<file path="src/rtl/oric_audio_pkg.sv">
// oric_audio_pkg: shared FSM states, stereo codes and tape level for the Oric audio mixer.
package oric_audio_pkg;
  typedef enum logic [2:0] {IDLE, CAP, MIX, FILT_L, FILT_R, OUT} state_t;
  localparam logic [1:0] ST_MONO = 2'b00;
  localparam logic [1:0] ST_ABC = 2'b01;
  localparam logic [1:0] ST_ACB = 2'b10;
  localparam logic [15:0] TAPE_LEVEL = 16'h1000;
endpackage

</file>
<file path="src/rtl/oric_audio_iir_step.sv">
// oric_audio_iir_step: one-pole low-pass step, acc += (x<<4 - acc) >>> shift, on 16.4 unsigned state.
module oric_audio_iir_step
  import oric_audio_pkg::*;
(
  input  logic [15:0] x,
  input  logic [19:0] acc,
  input  logic [3:0]  shift,
  output logic [19:0] acc_next
);
  logic signed [20:0] d;
  logic signed [20:0] s;
  assign d = $signed({1'b0, x, 4'b0}) - $signed({1'b0, acc});
  assign s = d >>> shift;
  // The result always lies between acc and x<<4, so truncating to 20 bits is exact.
  assign acc_next = 20'($signed({1'b0, acc}) + s);
endmodule

</file>
<file path="src/rtl/oric_audio_mixer.sv">
// oric_audio_mixer: samples PSG outputs, applies the stereo matrix and a shared L/R IIR low-pass.
// Optional cassette mix into both channels when AUDIO_TAPE_MIX_EN is defined.
module oric_audio_mixer
  import oric_audio_pkg::*;
#(
  parameter int CLK_DIV = 256,
  parameter int FILT_SHIFT = 2
) (
  input  logic        clk_sys,
  input  logic        reset_n,
  input  logic [7:0]  psg_a,
  input  logic [7:0]  psg_b,
  input  logic [7:0]  psg_c,
  input  logic [9:0]  psg_mono,
  input  logic [1:0]  stereo,
  input  logic        tape_out,
  output logic [15:0] audio_l,
  output logic [15:0] audio_r,
  output logic        sample_valid
);
  state_t state, state_nx;
  logic [15:0] div;
  logic tick, cap_en, mix_en, filt_l_en, filt_r_en, stereo_mode;
  logic [7:0] a_q, b_q, c_q;
  logic [9:0] mono_q;
  logic [1:0] st_q;
  logic [8:0] sum_l, sum_r;
  logic [15:0] mix_l, mix_r, xl_in, xr_in, xl, xr;
  logic [19:0] acc_l, acc_r, acc_nx;
  assign tick = div == 16'(CLK_DIV - 1);
  always_ff @(posedge clk_sys or negedge reset_n)
    if (!reset_n) div <= '0;
    else div <= tick ? '0 : div + 16'd1;
  always_ff @(posedge clk_sys or negedge reset_n)
    if (!reset_n) state <= IDLE;
    else state <= state_nx;
  always_comb begin
    state_nx = IDLE;
    case (state)
      IDLE:    state_nx = tick ? CAP : IDLE;
      CAP:     state_nx = MIX;
      MIX:     state_nx = FILT_L;
      FILT_L:  state_nx = FILT_R;
      FILT_R:  state_nx = OUT;
      default: state_nx = IDLE;
    endcase
  end
  always_comb begin
    cap_en = state == CAP;
    mix_en = state == MIX;
    filt_l_en = state == FILT_L;
    filt_r_en = state == FILT_R;
  end
  always_comb begin
    sum_l = {1'b0, a_q} + {1'b0, st_q == ST_ACB ? c_q : b_q};
    sum_r = {1'b0, c_q} + {1'b0, b_q};
    stereo_mode = st_q == ST_ABC || st_q == ST_ACB;
    mix_l = stereo_mode ? {sum_l, 7'b0} : {mono_q, 6'b0};
    mix_r = stereo_mode ? {sum_r, 7'b0} : {mono_q, 6'b0};
  end
`ifdef AUDIO_TAPE_MIX_EN
  logic tape_q;
  logic [16:0] tape_l, tape_r;
  always_ff @(posedge clk_sys or negedge reset_n)
    if (!reset_n) tape_q <= 1'b0;
    else if (cap_en) tape_q <= tape_out;
  assign tape_l = {1'b0, mix_l} + {1'b0, tape_q ? TAPE_LEVEL : 16'h0};
  assign tape_r = {1'b0, mix_r} + {1'b0, tape_q ? TAPE_LEVEL : 16'h0};
  assign xl_in = tape_l[16] ? 16'hFFFF : tape_l[15:0];
  assign xr_in = tape_r[16] ? 16'hFFFF : tape_r[15:0];
`else
  logic unused_tape;
  assign unused_tape = tape_out;
  assign xl_in = mix_l;
  assign xr_in = mix_r;
`endif
  oric_audio_iir_step iir (
    .x(filt_r_en ? xr : xl),
    .acc(filt_r_en ? acc_r : acc_l),
    .shift(4'(FILT_SHIFT)),
    .acc_next(acc_nx)
  );
  // Outputs load on the FILT_R edge so they are presented, with the strobe, during OUT.
  always_ff @(posedge clk_sys or negedge reset_n)
    if (!reset_n) begin
      {a_q, b_q, c_q, mono_q, st_q} <= '0;
      {xl, xr, acc_l, acc_r} <= '0;
      {audio_l, audio_r, sample_valid} <= '0;
    end else begin
      if (cap_en) {a_q, b_q, c_q, mono_q, st_q} <= {psg_a, psg_b, psg_c, psg_mono, stereo};
      if (mix_en) {xl, xr} <= {xl_in, xr_in};
      if (filt_l_en) acc_l <= acc_nx;
      if (filt_r_en) {acc_r, audio_l, audio_r} <= {acc_nx, acc_l[19:4], acc_nx[19:4]};
      sample_valid <= filt_r_en;
    end
endmodule

</file>
<file path="config.mk">
export PLATFORM = sky130hd
export DESIGN_NAME = oric_audio_mixer
export DESIGN_NICKNAME = d
export VERILOG_FILES = /design/src/rtl/oric_audio_pkg.sv /design/src/rtl/oric_audio_iir_step.sv /design/src/rtl/oric_audio_mixer.sv
export SDC_FILE = /design/constraint.sdc
export NUM_CORES = 1
export LEC_CHECK = 0
export BUFFER_PORTS_ARGS = -buffer_cell sky130_fd_sc_hd__buf_2
export CORE_UTILIZATION = 51
export CTS_CLUSTER_SIZE = 14
export DETAILED_ROUTE_END_ITERATION = 6
export PLACE_DENSITY = 0.76
export SYNTH_ARGS = -nofsm -noshare
export SYNTH_HDL_FRONTEND = slang
export SYNTH_SLANG_ARGS = --single-unit
export TNS_END_PERCENT = 20
</file>
<file path="constraint.sdc">
create_clock -name clk_sys -period 5.78 [get_ports clk_sys]
set_clock_uncertainty 0.2 [all_clocks]
set_input_delay 0.578 -clock clk_sys [delete_from_list [all_inputs] [get_ports clk_sys]]
set_output_delay 0.578 -clock clk_sys [all_outputs]
set_load 0.005 [all_outputs]
</file>
# Word-level counts from Yosys, hierarchy flattened
# Cells that the tools add are included.
# totals
register_bits,160
input_bits,39
# op_classes
n_addsub,5
n_eq_ne,7
muxes,8
reduce_logical,2
# op_table
op,n
$mux W16,4
$sub A20 B20 Y21,1
$add A20 B19 Y20,1
$mux W20,1
$add A8 B8 Y9,2
$add A16 B1 Y16 const B,1
$eq A16 B8 Y1 const B,1
$pmux W3 S5,1
$mux W8,1
$eq A3 B2 Y1 const B,2
$eq A3 B1 Y1 const B,1
$eq A3 B3 Y1 const B,1
$logic_not A3 Y1,1
$eq A2 B1 Y1 const B,1
$eq A2 B2 Y1 const B,1
$logic_or A1 B1 Y1,1
$mux W1,1

# Logic depth before layout (Yosys ltp)
# logic_depth
depth_word,4
mapped_depth,22
depth_no_buf,19

# Modules after synthesis
# A second synthesis with hierarchy kept.
# unflattened
cells_unflattened,960
hier_area_um2,9562.9
# modules_own_cells
module,instances,cells_per_inst,area_each_um2,seq_area_each_um2
oric_audio_mixer,1,487,6292.3,3278.1
oric_audio_iir_step,1,473,3270.6,0.0

# Worst setup path after synthesis
# No wires, ideal clock.
# synth_timing
path_type,reg-to-reg
from,register state[0]
to,register acc_l[19]
setup_time_ns,0.080
arrival_ns,4.763
required_time_ns,5.500
setup_slack_ns,0.737
path_stages_with_launch,22
n_path_buf,3
path_cell_list,dfrtp_1 or3b_1 buf_6 inv_2 clkbuf_1 clkbuf_1 mux2i_1 ha_1 and4_1 nand2_1 a21oi_1 a21o_1 a211oi_1 xnor2_1 ha_1 a21o_1 a21oi_1 o21ai_0 a21o_1 a41oi_1 mux2i_1 xnor2_1
# synth_via
elab_chain_cells,4
word_cells_on_any_way,6
classes_between,add/sub (2); eq/ne (2); mux (2)
# synth_rtl
element,line,source
from (decl),oric_audio_mixer.sv:21,"state_t state, state_nx;"
from (signal assigned),oric_audio_mixer.sv:36,else state <= state_nx;
$eq A3 B3 Y1,oric_audio_mixer.sv:52,filt_r_en = state == FILT_R;
$mux W20 / $mux W16 (equally long branches),"oric_audio_mixer.sv:79, oric_audio_mixer.sv:78",
$sub A20 B20 Y21,oric_audio_iir_step.sv:12,"assign d = $signed({1'b0, x, 4'b0}) - $signed({1'b0, acc});"
$add A20 B19 Y20,oric_audio_iir_step.sv:15,"assign acc_next = 20'($signed({1'b0, acc}) + s);"
to (signal assigned),oric_audio_mixer.sv:92,if (filt_l_en) acc_l <= acc_nx;
to (decl),oric_audio_mixer.sv:29,"logic [19:0] acc_l, acc_r, acc_nx;"
# Parallel ways exist; a longest one is shown, timed or not.
# A chain may end at the register's enable or synchronous reset.

# Worst setup path after layout
# layout_timing
from,register state[1]
to,register audio_r[14]
# layout_via
elab_chain_cells,4
word_cells_on_any_way,5
classes_between,add/sub (2); eq/ne (1); mux (2)
# layout_rtl
element,line,source
$eq A3 B3 Y1 (*),oric_audio_mixer.sv:52,
$mux W20 / $mux W16 (equally long branches),"oric_audio_mixer.sv:79, oric_audio_mixer.sv:78",
$sub A20 B20 Y21,oric_audio_iir_step.sv:12,
$add A20 B19 Y20,oric_audio_iir_step.sv:15,
to (signal assigned),oric_audio_mixer.sv:93,"if (filt_r_en) {acc_r, audio_l, audio_r} <= {acc_nx, acc_l[19:4], acc_nx[19:4]};"
to (decl),oric_audio_mixer.sv:18,"output logic [15:0] audio_r,"
# Mark *: on every way between the ends. The rest lies on a longest branch, timed or not.

==> impl_results.md <==
* Fin util at 0.6002
* Final wirelength at 15810 um
* Core area at 14750 um2
* Area Overhead vs Synth at 13.16%
* Register area share after synthesis at 0.4189
* Ys async rst share at 1.000
* GPL Wtd Cong at 0.8551
* Number of global-route vias before repair at 5829
* CP Capture Type: flip-flop
* DR iter-0 viols at 312
* Worst hold path type: in -> async
* CTS H-Tree Depth at 4
* Kind of critical path: reg -> reg
* CP startpoint kind: flip-flop
* Fmax at 0.1914 GHz
* Share of layout cells above drive strength 1 at 0.1805
* Setup Viol. Count Final at 0
* Most frequent cells after synthesis: 183 x nand2_1, 131 x dfrtp_1, 66 x o21ai_0
* WHS at -0.002491 ns
* Slowest Stage Delay on Critical Path at 0.58 ns
* CTS root buf: clkbuf_16
* Slowest-stage cell, CP: or4_4
* Final nets at 991
* Min Tclk post-route at 5.225 ns
* DP Worst Slack at 0.6193 ns
* Initial Util at 0.5304
* Die Y at 125.9 um
* Mapped Area at 7825 um2
* Clock latency at the later pin of the worst-skew pair at 0.42 ns
* Cts hold-fix bufs at 0
* Pwr dens at 233.0 nW/um2
* Final period util at 0.9041
* Synth cell types at 53
* Top cell type's share of synthesized area at 0.4189
* Maximum VDD drop at 269.2 uV
* WP data arrival at 5.33 ns
* # IOs at 72
* Slew Limit Fails at 0
* Row count at 44
* Cell taking the most area after synthesis: dfrtp_1
* Via Count at 6027
* CP Capture Point: audio_r[14]
* Drt first pass iters at 6
* Setup repair bufs after CTS at 0
* Grt ovf at 0
* Num CTS Buffers at 17
* IO Port Bufs at 70
* Clk buf depth at 2
* Syn Nets at 942
* Post-DP HPWL at 10990 um
* Cts repair resizes at 0
* Post-route DRC at 0
* ANT cells at 0
* Dominant synthesized flop cell: dfrtp_1
* Clk sinks at 131
* Leak at 4.696 nW
* Initial antenna violation count at 0
* Worst Setup SP: state[1]
* Clock power frac at 0.540
* Number of routed nets with antenna violations at 0
* Max_cap viols at 0
* Worst-margin pin slew at 0.9354 ns
* Number of synthesized flops with an enable pin at 0
* CP max FO at 13
* Int Pwr at 1.638 mW
* R2R Path Start: state[1]
* DR WL/cell at 14.40 um
* Clock Pin Slew Worst Setup and Hold Paths at 0.06 ns
* Switching power total at 0.4250 mW
* Vias per cell at 5.489
* Final Hold Vio Count at 1
* Most common cell in the synthesized netlist: nand2_1
* Worst Path Required at 5.88 ns
* Mapped Avg Cell Area at 9.184 um2
* Reg-to-reg slack, setup at 0.55 ns
* Failing checks: negative hold slack
* Cell Chain, Critical Path: or3b_2 -> inv_2 -> mux2_2 -> or4_4 -> o31ai_4 -> a21oi_1 -> o21bai_1 -> xor2_1 -> ha_1 -> a21oi_1 -> o21ai_0 -> a21oi_1 -> o221ai_1 -> o31ai_1 -> nor3_1 -> a211o_1
* Most used cell, CP: a21oi_1
* Status: complete, but fails checks
* Power share of the sequential group at 0.445
* Fillers at 1294
* Worst r2r dst: audio_r[14]
* Top cells by area, synth: dfrtp_1 42%, nand2_1 8.8%, ha_1 7.7%, mux2_2 6.6%, o21ai_0 4.2%
* CTS tree: done
* Part of the power in combinational logic at 0.015
* Final setup margin at 0.5546 ns
* Yosys Warn Count at 0
* Die area at 15840 um2
* Synth Register Bits at 131
* Post-route setup TNS at 0 ns
* First-pass GRT wire length at 27570 um
* Switching share of power at 0.2060
* Slew Limit Headroom at 0.3764
* RSZ-0062 raised after global routing: no
* Largest net degree at the start of global routing at 89
* Gr usage total at 0.2168
* Die X at 125.9 um
* Synthesized instance count at 852
* Register-to-Register Path Depth at 16
==> layout make-up <==
class                           instances  area, um2  share of cell area
Multi-Input combinational cell        641       4184              0.4725
Sequential cell                       131       3278              0.3702
Clock buffer                           20      466.7             0.05271
Timing Repair Buffer                   79      424.2             0.04790
Tap cell                              184      230.2             0.02600
Clock inverter                         12      155.1             0.01752
Inverter                               31      116.4             0.01314
==> layout by cell type, fill, tap and decap left out, types with 3 or more instances in the layout <==
cell          n
a211oi_1      8
a21o_1       13
a21oi_1      42
and3_1       10
buf_2        69
buf_4         9
bufinv_16     3
clkbuf_16    17
clkbuf_8      3
clkinvlp_4    5
dfrtp_1     131
fa_1          3
ha_1         48
inv_1        30
mux2_2       46
mux2i_1      18
nand2_1     183
nand2b_1      6
nand3_1      17
nand3b_1      3
nor2_1       44
nor2b_1       4
nor3_1       15
nor3b_1       6
nor4_1        4
o21a_1       12
o21ai_0      66
o21bai_1      3
o22a_1        4
or3_1         5
xnor2_1      29
xor2_1       25
==> critical path: cells and delay by family, from the launching register on <==
kind	cells	cell delay, ns
multiplexers	1	0.43
AND/OR/NAND/NOR	3	1.18
XOR/XNOR	1	0.17
flip-flops	1	0.44
adder cells (fa/ha/maj)	1	0.31
AO/OA/AOI/OAI	9	2.10
buffers and inverters	1	0.27
==> through the flow <==
step                cells  cell area, um2  total power, mW
floorplan             852            7825           0.9343
global placement     1066            8233           0.9657
detailed placement   1066            8233           0.9660
CTS                  1098            8855            2.087
global route         1098            8855            2.126
finish               1098            8855            2.063
==> registers in the layout, summed over array words and instances, names as in the netlist <==
signal	count
sample_valid	1
a_q	8
div	16
mono_q	10
st_q	2
b_q	8
xr	9
acc_l	20
state	3
audio_l	16
audio_r	16
acc_r	4
c_q	8
xl	10
==> power by group through the flow <==
stage	logic (mW)	registers (mW)	clock network, mW
floorplan	0.000214	0.934	0
global placement	0.0319	0.934	0
detailed placement	0.0321	0.934	0
CTS	0.0325	0.917	1.14
global route	0.0362	0.917	1.17
finish	0.0307	0.918	1.11
==> kinds of logic after synthesis <==
kind of cell | share of synthesized area
xor+xnor | 0.06044
fa+ha+maj | 0.08443
simple gates | 0.1703
flops | 0.4189
compound gates | 0.1278
mux | 0.09114
buf+inv | 0.04701
==> how the worst min path moves through the flow <==
stage | endpoint | slack, ns | from
finish | div[10] | -0.002 | reset_n
CTS | acc_r[2] | 0.06 | reset_n
detailed placement | audio_l[9] | 0.26 | audio_l[9]
floorplan | a_q[0] | 0.08 | reset_n
global route | audio_l[10] | 0.1 | reset_n
global placement | audio_l[3] | 0.25 | audio_l[3]
==> metal layers <==
layer	global-route usage	vias up	wire length (um)
li1	-	3013	-
met1	0.2864	2865	7412
met2	0.3490	127	7461
met3	0.05692	22	678
met4	0.06875	0	257
met5	0	-	0
Power figures use the tool's default switching activity.
